## src/rtl/ps2_pkg.sv

```systemverilog
// Shared constants and frame-receiver state encoding for the PS/2 keyboard receiver.
package ps2_pkg;

  localparam logic [7:0] SC_E0     = 8'hE0;
  localparam logic [7:0] SC_F0     = 8'hF0;
  localparam logic [7:0] SC_LSHIFT = 8'h12;
  localparam logic [7:0] SC_RSHIFT = 8'h59;
  localparam logic [7:0] SC_CTRL   = 8'h14;
  localparam logic [7:0] SC_ALT    = 8'h11;

  // bitCnt value while waiting for the stop bit (start=0, data=1..8, parity=9)
  localparam logic [3:0] STOP_BIT_IDX = 4'd10;

  typedef enum logic [1:0] {
    ST_IDLE = 2'd0,
    ST_RECV = 2'd1,
    ST_DONE = 2'd2
  } frame_state_t;

endpackage

```

## src/rtl/ps2_frame_rx.sv

```systemverilog
// PS/2 frame receiver: input synchronizers, falling-edge detect, 11-bit frame FSM and
// mid-frame timeout. Emits one validated byte per good frame.
//
// state | meaning
// IDLE  | waiting for a falling edge carrying a 0 start bit
// RECV  | shifting data/parity bits, timeout counter running
// DONE  | one cycle: check parity/stop, deliver byte or flag error
module ps2_frame_rx
  import ps2_pkg::*;
#(
  parameter int TIMEOUT_CYCLES = 8000,
  parameter int TIMEOUT_BITS   = 14
) (
  input  logic       i_clk,
  input  logic       i_reset,
  input  logic       i_ps2Clk,
  input  logic       i_ps2Data,
  output logic [7:0] o_byte,
  output logic       o_byteValid,
  output logic       o_frameError
);

  logic [1:0]              r_clk_sync;
  logic [1:0]              r_data_sync;
  logic                    r_clk_prev;
  frame_state_t            r_state;
  frame_state_t            w_next;
  logic [3:0]              r_bit_cnt;
  logic [8:0]              r_shift;
  logic                    r_stop;
  logic [TIMEOUT_BITS-1:0] r_tmo;
  logic                    r_frame_err;

  logic w_fall;
  logic w_bit;
  logic w_timeout;
  logic w_frame_ok;

  assign w_fall     = r_clk_prev & ~r_clk_sync[1];
  assign w_bit      = r_data_sync[1];
  assign w_timeout  = (r_state == ST_RECV) && !w_fall &&
                      (r_tmo == TIMEOUT_BITS'(TIMEOUT_CYCLES));
  assign w_frame_ok = (^r_shift) & r_stop;

  always_ff @(posedge i_clk or posedge i_reset) begin
    if (i_reset) r_state <= ST_IDLE;
    else         r_state <= w_next;
  end

  always_comb begin
    w_next = r_state;
    case (r_state)
      ST_IDLE: if (w_fall && !w_bit) w_next = ST_RECV;
      ST_RECV: begin
        if (w_timeout)                                  w_next = ST_IDLE;
        else if (w_fall && (r_bit_cnt == STOP_BIT_IDX)) w_next = ST_DONE;
      end
      ST_DONE: w_next = ST_IDLE;
      default: w_next = ST_IDLE;
    endcase
  end

  always_ff @(posedge i_clk or posedge i_reset) begin
    if (i_reset) begin
      r_clk_sync  <= '0;
      r_data_sync <= '0;
      r_clk_prev  <= 1'b0;
      r_bit_cnt   <= '0;
      r_shift     <= '0;
      r_stop      <= 1'b0;
      r_tmo       <= '0;
      r_frame_err <= 1'b0;
    end else begin
      r_clk_sync  <= {r_clk_sync[0], i_ps2Clk};
      r_data_sync <= {r_data_sync[0], i_ps2Data};
      r_clk_prev  <= r_clk_sync[1];
      r_frame_err <= w_timeout || ((r_state == ST_DONE) && !w_frame_ok);
      case (r_state)
        ST_IDLE: begin
          if (w_fall && !w_bit) begin
            r_bit_cnt <= 4'd1;
            r_shift   <= '0;
            r_stop    <= 1'b0;
            r_tmo     <= '0;
          end
        end
        ST_RECV: begin
          if (w_fall) begin
            r_tmo <= '0;
            if (r_bit_cnt == STOP_BIT_IDX) begin
              r_stop <= w_bit;
            end else begin
              // LSB first: after 9 shifts data sits in [7:0], parity in [8]
              r_shift   <= {w_bit, r_shift[8:1]};
              r_bit_cnt <= r_bit_cnt + 4'd1;
            end
          end else begin
            r_tmo <= r_tmo + TIMEOUT_BITS'(1);
          end
        end
        default: ;
      endcase
    end
  end

  assign o_byte       = r_shift[7:0];
  assign o_byteValid  = (r_state == ST_DONE) && w_frame_ok;
  assign o_frameError = r_frame_err;

endmodule

```

## src/rtl/ps2_keyboard_receiver.sv

```systemverilog
// PS/2 set-2 keyboard receiver: E0/F0 prefix and modifier tracking on top of the frame
// receiver, with a single-entry valid/ack output register and sticky overflow.
module ps2_keyboard_receiver
  import ps2_pkg::*;
#(
  parameter int TIMEOUT_CYCLES = 8000,
  parameter int TIMEOUT_BITS   = 14
) (
  input  logic       i_clk,
  input  logic       i_reset,
  input  logic       i_ps2Clk,
  input  logic       i_ps2Data,
  output logic [7:0] o_code,
  output logic       o_codeValid,
  input  logic       i_codeAck,
  output logic       o_codeBreak,
  output logic       o_codeExtended,
  output logic       o_overflow,
  output logic       o_frameError,
  output logic       o_debugShift,
  output logic       o_debugCtrl,
  output logic       o_debugAlt,
  output logic       o_debugE0,
  output logic       o_debugF0
);

  logic [7:0] w_byte;
  logic       w_byte_valid;
  logic       w_emit;
  logic       w_make;

  logic       r_pend_e0, r_pend_f0;
  logic       r_lshift, r_rshift, r_lctrl, r_rctrl, r_lalt, r_ralt;
  logic [7:0] r_code;
  logic       r_valid, r_break, r_ext, r_overflow;

  ps2_frame_rx #(
    .TIMEOUT_CYCLES (TIMEOUT_CYCLES),
    .TIMEOUT_BITS   (TIMEOUT_BITS)
  ) u_frame_rx (
    .i_clk        (i_clk),
    .i_reset      (i_reset),
    .i_ps2Clk     (i_ps2Clk),
    .i_ps2Data    (i_ps2Data),
    .o_byte       (w_byte),
    .o_byteValid  (w_byte_valid),
    .o_frameError (o_frameError)
  );

  assign w_emit = w_byte_valid && (w_byte != SC_E0) && (w_byte != SC_F0);
  assign w_make = !r_pend_f0;

  always_ff @(posedge i_clk or posedge i_reset) begin
    if (i_reset) begin
      r_pend_e0 <= 1'b0;
      r_pend_f0 <= 1'b0;
      r_lshift  <= 1'b0;
      r_rshift  <= 1'b0;
      r_lctrl   <= 1'b0;
      r_rctrl   <= 1'b0;
      r_lalt    <= 1'b0;
      r_ralt    <= 1'b0;
    end else if (w_byte_valid) begin
      if (w_byte == SC_E0) begin
        r_pend_e0 <= 1'b1;
      end else if (w_byte == SC_F0) begin
        r_pend_f0 <= 1'b1;
      end else begin
        r_pend_e0 <= 1'b0;
        r_pend_f0 <= 1'b0;
        // modifiers track every emitted byte, even one later dropped by overflow
        case (w_byte)
          SC_LSHIFT: if (!r_pend_e0) r_lshift <= w_make;
          SC_RSHIFT: if (!r_pend_e0) r_rshift <= w_make;
          SC_CTRL: begin
            if (r_pend_e0) r_rctrl <= w_make;
            else           r_lctrl <= w_make;
          end
          SC_ALT: begin
            if (r_pend_e0) r_ralt <= w_make;
            else           r_lalt <= w_make;
          end
          default: ;
        endcase
      end
    end
  end

  always_ff @(posedge i_clk or posedge i_reset) begin
    if (i_reset) begin
      r_code     <= '0;
      r_valid    <= 1'b0;
      r_break    <= 1'b0;
      r_ext      <= 1'b0;
      r_overflow <= 1'b0;
    end else if (w_emit && (!r_valid || i_codeAck)) begin
      r_code  <= w_byte;
      r_break <= r_pend_f0;
      r_ext   <= r_pend_e0;
      r_valid <= 1'b1;
    end else if (w_emit) begin
      r_overflow <= 1'b1;
    end else if (r_valid && i_codeAck) begin
      r_valid <= 1'b0;
    end
  end

  assign o_code         = r_code;
  assign o_codeValid    = r_valid;
  assign o_codeBreak    = r_break;
  assign o_codeExtended = r_ext;
  assign o_overflow     = r_overflow;
  assign o_debugShift   = r_lshift | r_rshift;
  assign o_debugCtrl    = r_lctrl | r_rctrl;
  assign o_debugAlt     = r_lalt | r_ralt;
  assign o_debugE0      = r_pend_e0;
  assign o_debugF0      = r_pend_f0;

endmodule

```

## config.mk

```make
export PLATFORM = sky130hd
export DESIGN_NAME = ps2_keyboard_receiver
export DESIGN_NICKNAME = d
export VERILOG_FILES = /design/src/rtl/ps2_pkg.sv /design/src/rtl/ps2_frame_rx.sv /design/src/rtl/ps2_keyboard_receiver.sv
export SDC_FILE = /design/constraint.sdc
export NUM_CORES = 1
export LEC_CHECK = 0
export ABC_AREA = 1
export CORE_ASPECT_RATIO = 0.6
export CORE_MARGIN = 4
export CORE_UTILIZATION = 60
export CTS_CLUSTER_DIAMETER = 100
export DETAILED_ROUTE_END_ITERATION = 10
export PLACE_DENSITY = 0.91
export SYNTH_ARGS = -nofsm -noshare
export SYNTH_HDL_FRONTEND = slang
export SYNTH_SLANG_ARGS = --single-unit
```

## constraint.sdc

```tcl
create_clock -name i_clk -period 3.4 [get_ports i_clk]
set_clock_uncertainty 0.05 [all_clocks]
set_input_delay 0.34 -clock i_clk [delete_from_list [all_inputs] [get_ports i_clk]]
set_output_delay 0.34 -clock i_clk [all_outputs]
set_load 0.1 [all_outputs]
```

==> metrics.txt, run 1 <==
DR WL/cell 14.6 um; count of cells resized by post-cts repair 0; Die Y 62.3 um; Clock Latency Late Sink 310 ps; final instance area 0.00333 sq mm; Final setup viols 0; combinational share of power 36.1%; Worst-Margin Slew 973 ps; Met2 Routed Length 2500 um; Detailed Place HPWL 4580 um; CTS sink cnt 56; synthesis-to-layout area growth 12.9%; post-synthesis cell count 333; max incr delay on CP 1200 ps; die width 98.5 um; Worst Slack Setup Final 967 ps; CTS tree done; Avg Inst Size Synth 8.86 sq um; Switch Pwr 0.840 mW; I/O pin total 23; Starting Density 63.3%; hold_sp u_frame_rx.r_clk_sync[0]$_DFF_PP0_; TNS Setup 0 ps; DIE AREA 0.00614 sq mm; vias in the first global route 2191; crit path DAT 2040 ps; P_int 1.31 mW; Top Layer Used met4; Synth Register Bits 56; clk root buf clkbuf_8; Pwr Total 2.15 mW; placed cell areas 0.00321 sq mm; layout cell share with drive strength beyond 1 10.1%; gpl congestion 0.906; Ys Warns 0; RSZ-0062 raised after global routing false; largest net degree at the start of global routing 29; Crit. End Element primary output; status finished, final reports clean; Iter 0 DRT Violations 237; sequential share of the synthesized area 47.5%; Slew Limit Headroom 34.9%; worst-path fanout max 9; kind of critical path reg -> out; cts bufs inserted 5; final period utilization 71.6%; Max clock buf depth 2; initial antenna violation count 0; Achievable Freq 411 MHz; Clock Power Share 21.8%; row cnt 19; grt total ovfl 0; CP required 3010 ps; Worst VDD drop 0.684 mV; # H-tree levels 2; maxcap violations 0; GRT Total Usage 21.6%; Sw Share 39.0%; Placed Cells 412; Final Util 71.5%; Crit path buffers/inverters 1; Mapped Area 0.00295 sq mm; Finished Layout Cells 420; IO buf count 22; Synth cell types 34; core area 0.00466 sq mm; Post-DRT Antenna Nets 0; Lkg Pwr 1.63 nW; Hold Vio Cnt, Final 0; origin of the critical flop-to-flop path u_frame_rx.r_shift[2]$_DFFE_PP0P_; syn_nets 354; M1 WL 3080 um; Min Clock Period, post-route 2430 ps; worst path cell trace clkdlybuf4s50_1; Post-CTS Hold Fix Bufs 0; Reg power frac 42.1%; Inserted Diodes 0; post-CTS setup buffers 0; Vias 2336; pre-CTS WS 1230 ps; First-pass DRT Iterations 5; HP Class reg -> reg; startpoint types flop; DR WL met3 509 um; CP delay by family, top buffers and inverters; Pwr Density 646 mW/mm^2; CP startpoint o_debugF0$_DFFE_PP0P_; WL final 6140 um; final hold slack 306 ps; Worst-path clk slew 90 ps; Via-to-Cell Ratio 5.56; Slowest cell on crit path clkdlybuf4s50_1; # nets final 377; first-pass GRT wire length 10800 um; drt drc 0; Final Slew Violations 0
-- logic make-up (layout without fill, tap and decap cells) --
logic type      count (synthesis)  in the layout  share of synthesized area [%]
flops                          56             56                           47.5
compound gates                 45             45                           8.22
buf+inv                        53             77                           7.76
fa+ha+maj                      16             16                           6.78
simple gates                  158            158                           28.3
xor+xnor                        5              5                           1.48
-- state kept, by name, indices dropped and copies added (netlist names), 2 cells and up --
register / cells
o_code: 8
u_frame_rx.r_bit_cnt: 4
u_frame_rx.r_clk_sync: 2
u_frame_rx.r_data_sync: 2
u_frame_rx.r_shift: 9
u_frame_rx.r_state: 2
u_frame_rx.r_tmo: 14
-- metal layers --
layer,vias up,GRT usage [%]
met1,1113,35.0
li1,1133,-
met2,83,29.3
met4,0,3.75
met3,7,5.26
met5,-,0
-- cells in the final DEF (no fill, tap or decap), types with 2 or more instances in the layout --
cell,count
nand4_1,15
nor3_1,5
or2_2,3
inv_2,2
xor2_1,4
nand2_4,3
nand3_1,21
nor4_1,3
nor2_1,23
nand2_1,63
inv_1,43
dfrtp_1,56
nor2_4,3
nand3_2,4
a21oi_1,10
buf_4,2
clkdlybuf4s50_1,22
o21ai_0,25
a31oi_1,4
o31ai_1,5
nand2_2,7
ha_1,16
clkbuf_8,7
-- cell usage after synthesis --
| master | instances | share of area, % |
|---|---|---|
| nand3_1 | 21 | 3.6 |
| nand4_2 | 1 | 0.42 |
| nand4_4 | 1 | 0.72 |
| a21oi_1 | 10 | 1.7 |
| nand2_4 | 3 | 1.1 |
| xor2_1 | 4 | 1.2 |
| nor2_1 | 23 | 2.9 |
| nor3b_1 | 1 | 0.25 |
| nor4_1 | 3 | 0.64 |
| a31oi_1 | 4 | 0.85 |
| nor2_4 | 3 | 1.1 |
| inv_2 | 1 | 0.13 |
| nand3_2 | 4 | 1.4 |
| and3_1 | 1 | 0.21 |
| or2_2 | 3 | 0.64 |
| nand2_2 | 7 | 1.5 |
| xnor2_1 | 1 | 0.30 |
| and2_1 | 1 | 0.21 |
| nor2_8 | 1 | 0.68 |
| ha_1 | 16 | 6.8 |
| buf_2 | 3 | 0.51 |
| nand3_4 | 1 | 0.59 |
| buf_6 | 3 | 1.1 |
| o21ai_0 | 25 | 4.2 |
| clkbuf_1 | 1 | 0.13 |
| dfrtp_1 | 56 | 47 |
| inv_1 | 44 | 5.6 |
| o21ai_1 | 1 | 0.17 |
| nand4_1 | 15 | 3.2 |
| nand2_1 | 63 | 8.0 |
| buf_4 | 1 | 0.25 |
| nor3_1 | 5 | 0.85 |
| o31ai_1 | 5 | 1.3 |
| nand3b_1 | 1 | 0.25 |
-- path summary, 6_finish.rpt --
path	to	slack, ps	cells after the start
worst min-delay path	u_frame_rx.r_clk_sync[1]$_DFF_PP0_	310	0
min in group asynchronous	o_code[6]$_DFFE_PP0P_	370	2
worst max register to register	r_lshift$_DFFE_PP0P_	1170	10
worst min register to register	u_frame_rx.r_clk_sync[1]$_DFF_PP0_	310	0
max in group asynchronous	r_lshift$_DFFE_PP0P_	2300	3
worst max-delay path	o_debugF0	970	1
-- power groups by stage --
| stage | clock network, mW | logic [mW] | registers [mW] |
|---|---|---|---|
| floorplan | 0 | 0.619 | 0.880 |
| global placement | 0 | 0.719 | 0.902 |
| detailed placement | 0 | 0.760 | 0.912 |
| CTS | 0.476 | 0.775 | 0.899 |
| global route | 0.511 | 0.876 | 0.922 |
| finish | 0.469 | 0.778 | 0.905 |
-- layout make-up --
class | count | area (sq um)
sequential | 56 | 1400
inverter | 45 | 169
tap | 63 | 78.8
multi-input combinational | 224 | 1320
clock buffer | 7 | 96.3
timing repair buffer | 24 | 235
fill | 361 | 1330
clock inverter | 1 | 30.0
Note: power is estimated with default switching activity, not from simulation.
==> run 2, diff against run 1 <==
--- a/config.mk
+++ b/config.mk
@@ -8,10 +8,10 @@
 export ABC_AREA = 1
 export CORE_ASPECT_RATIO = 0.6
 export CORE_MARGIN = 4
-export CORE_UTILIZATION = 60
+export CORE_UTILIZATION = 58
 export CTS_CLUSTER_DIAMETER = 100
 export DETAILED_ROUTE_END_ITERATION = 10
-export PLACE_DENSITY = 0.91
+export PLACE_DENSITY = 0.88
 export SYNTH_ARGS = -nofsm -noshare
 export SYNTH_HDL_FRONTEND = slang
 export SYNTH_SLANG_ARGS = --single-unit
==> constraint.sdc (replaced) <==
create_clock -name i_clk -period 2.5 [get_ports i_clk]
set_clock_uncertainty 0.05 [all_clocks]
set_input_delay 0.25 -clock i_clk [delete_from_list [all_inputs] [get_ports i_clk]]
set_output_delay 0.25 -clock i_clk [all_outputs]
set_load 0.1 [all_outputs]
==> metrics.txt, run 2 (synthesis results as in run 1) <==
status finished, final reports clean (unchanged); final period utilization 85.8%; Top reg by flops u_frame_rx.r_tmo (unchanged); kind of critical path reg -> reg (was reg -> out); final instance area 0.00329 sq mm (was 0.00333 sq mm); initial antenna violation count 0 (unchanged); Clock Latency Late Sink 320 ps (was 310 ps); largest net degree at the start of global routing 57 (was 29); First-pass DRT Iterations 4 (was 5); Final Util 69.6% (was 71.5%); Detailed Place HPWL 4630 um (was 4580 um); Iter 0 DRT Violations 203 (was 237); core area 0.00473 sq mm (was 0.00466 sq mm); CP startpoint u_frame_rx.r_shift[4]$_DFFE_PP0P_ (was o_debugF0$_DFFE_PP0P_); DIE AREA 0.00633 sq mm (was 0.00614 sq mm); clk root buf clkbuf_8 (unchanged); Pwr Density 866 mW/mm^2 (was 646 mW/mm^2); WL final 6220 um (was 6140 um); Final Slew Violations 0 (unchanged); Max clock buf depth 2 (unchanged); CP required 2660 ps (was 3010 ps); Inserted Diodes 0 (unchanged); first-pass GRT wire length 10800 um (about the same); grt total ovfl 0 (unchanged); Lkg Pwr 1.66 nW (was 1.63 nW); # nets final 378 (was 377); Starting Density 62.4% (was 63.3%); Crit. End Element flop (was primary output); Hold Vio Cnt, Final 0 (unchanged); CTS sink cnt 56 (unchanged); I/O pin total 23 (unchanged); layout filler cell count 347 (was 361); synthesis-to-layout area growth 11.5% (was 12.9%); R2R setup slack 360 ps (was 1170 ps); Slew Limit Headroom 75.6% (was 34.9%); Final setup viols 0 (unchanged); vias in the first global route 2227 (was 2191); gpl congestion 0.903 (was 0.906); Via-to-Cell Ratio 5.43 (was 5.56); Worst setup endpoint o_code[2]$_DFFE_PP0P_ (was o_debugF0); most common cell after layout, fill and taps aside nand2_1 (unchanged); IO buf count 22 (unchanged); Worst VDD drop 0.527 mV (was 0.684 mV); Post-DRT Antenna Nets 0 (unchanged); DR WL/cell 14.8 um (was 14.6 um); Die Y 63.3 um (was 62.3 um); Achievable Freq 466 MHz; Finished Layout Cells 421 (was 420); cts bufs inserted 5 (unchanged); TNS Setup 0 ps (unchanged); RSZ-0062 raised after global routing false (unchanged); layout cell share with drive strength beyond 1 15.4% (was 10.1%); row cnt 19 (unchanged); most frequent cells in the layout 63 x nand2_1, 56 x dfrtp_1, 43 x inv_1, 25 x o21ai_0, 23 x nor2_1 (unchanged); Vias 2287 (was 2336); Post-CTS Hold Fix Bufs 0 (unchanged); Worst-path clk slew 100 ps (was 90 ps); pre-CTS WS 405 ps (was 1230 ps); worst-path fanout max 11 (was 9); Min Clock Period, post-route 2140 ps; R2R cell count 12 (was 10); startpoint types flop (unchanged); GRT Total Usage 21.6% (about the same); Crit Reg-Reg Endpoint o_code[2]$_DFFE_PP0P_ (was r_lshift$_DFFE_PP0P_); final hold slack 232 ps (was 306 ps); Worst Slack Setup Final 355 ps (was 967 ps); # H-tree levels 2 (unchanged); maxcap violations 0 (unchanged); origin of the critical flop-to-flop path u_frame_rx.r_shift[4]$_DFFE_PP0P_ (was u_frame_rx.r_shift[2]$_DFFE_PP0P_); crit path DAT 2310 ps (was 2040 ps); count of cells resized by post-cts repair 0 (unchanged); HP Class in -> async (was reg -> reg); post-CTS setup buffers 0 (unchanged); number of flip-flops in the largest register 14 (unchanged); Pwr Total 2.85 mW (was 2.15 mW); CTS tree done (unchanged); placed cell areas 0.00318 sq mm (was 0.00321 sq mm); Placed Cells 413 (was 412); drt drc 0 (unchanged); Worst-Margin Slew 365 ps (was 973 ps); die width 100 um (was 98.5 um)
[run 2: how the worst min path moves through the flow]
stage	slack, ps	depth (start not counted)	to
global route	280	3	o_code[6]$_DFFE_PP0P_
CTS	260	3	o_code[2]$_DFFE_PP0P_
floorplan	230	0	u_frame_rx.r_clk_sync[0]$_DFF_PP0_
global placement	280	0	u_frame_rx.r_data_sync[1]$_DFF_PP0_
finish	230	3	o_code[2]$_DFFE_PP0P_
detailed placement	300	0	u_frame_rx.r_data_sync[1]$_DFF_PP0_
[run 2: layer usage]
layer / routed length (um) / GRT usage [%] / vias to the layer above
met4: 121 / 8.74 / 0
met3: 396 / 4.85 / 10
met5: 0 / 0 / -
met2: 2610 / 30.3 / 69
met1: 3090 / 32.1 / 1071
li1: - / - / 1137
[run 2: final cells by class]
cell class / count / area (sq um) / area share, %
well taps: 63 / 78.8 / 2.39
multi-input cells: 224 / 1320 / 40.1
clock buffers: 5 / 68.8 / 2.09
clock inverters: 3 / 42.5 / 1.29
flip-flops and latches: 56 / 1400 / 42.6
inverters: 45 / 169 / 5.13
repair buffers: 25 / 210 / 6.39
[run 2: critical path, cell delays in order, from the launching register on]
cell and delay [ps]:
dfrtp_1 450, inv_1 90, ha_1 320, nand2_1 130
nand2_2 70, nand2_2 70, nand2_2 60, nand2_4 80
nand3_4 70, nor2_4 160, nand4_2 260, nand2_1 150
nand2_1 70
[run 2: report_power, final]
group	switching (mW)	leakage [nW]	internal, mW	total (mW)
logic	0.643	0.870	0.376	1.02
clock network	0.301	0.0541	0.297	0.598
registers	0.180	0.738	1.05	1.23
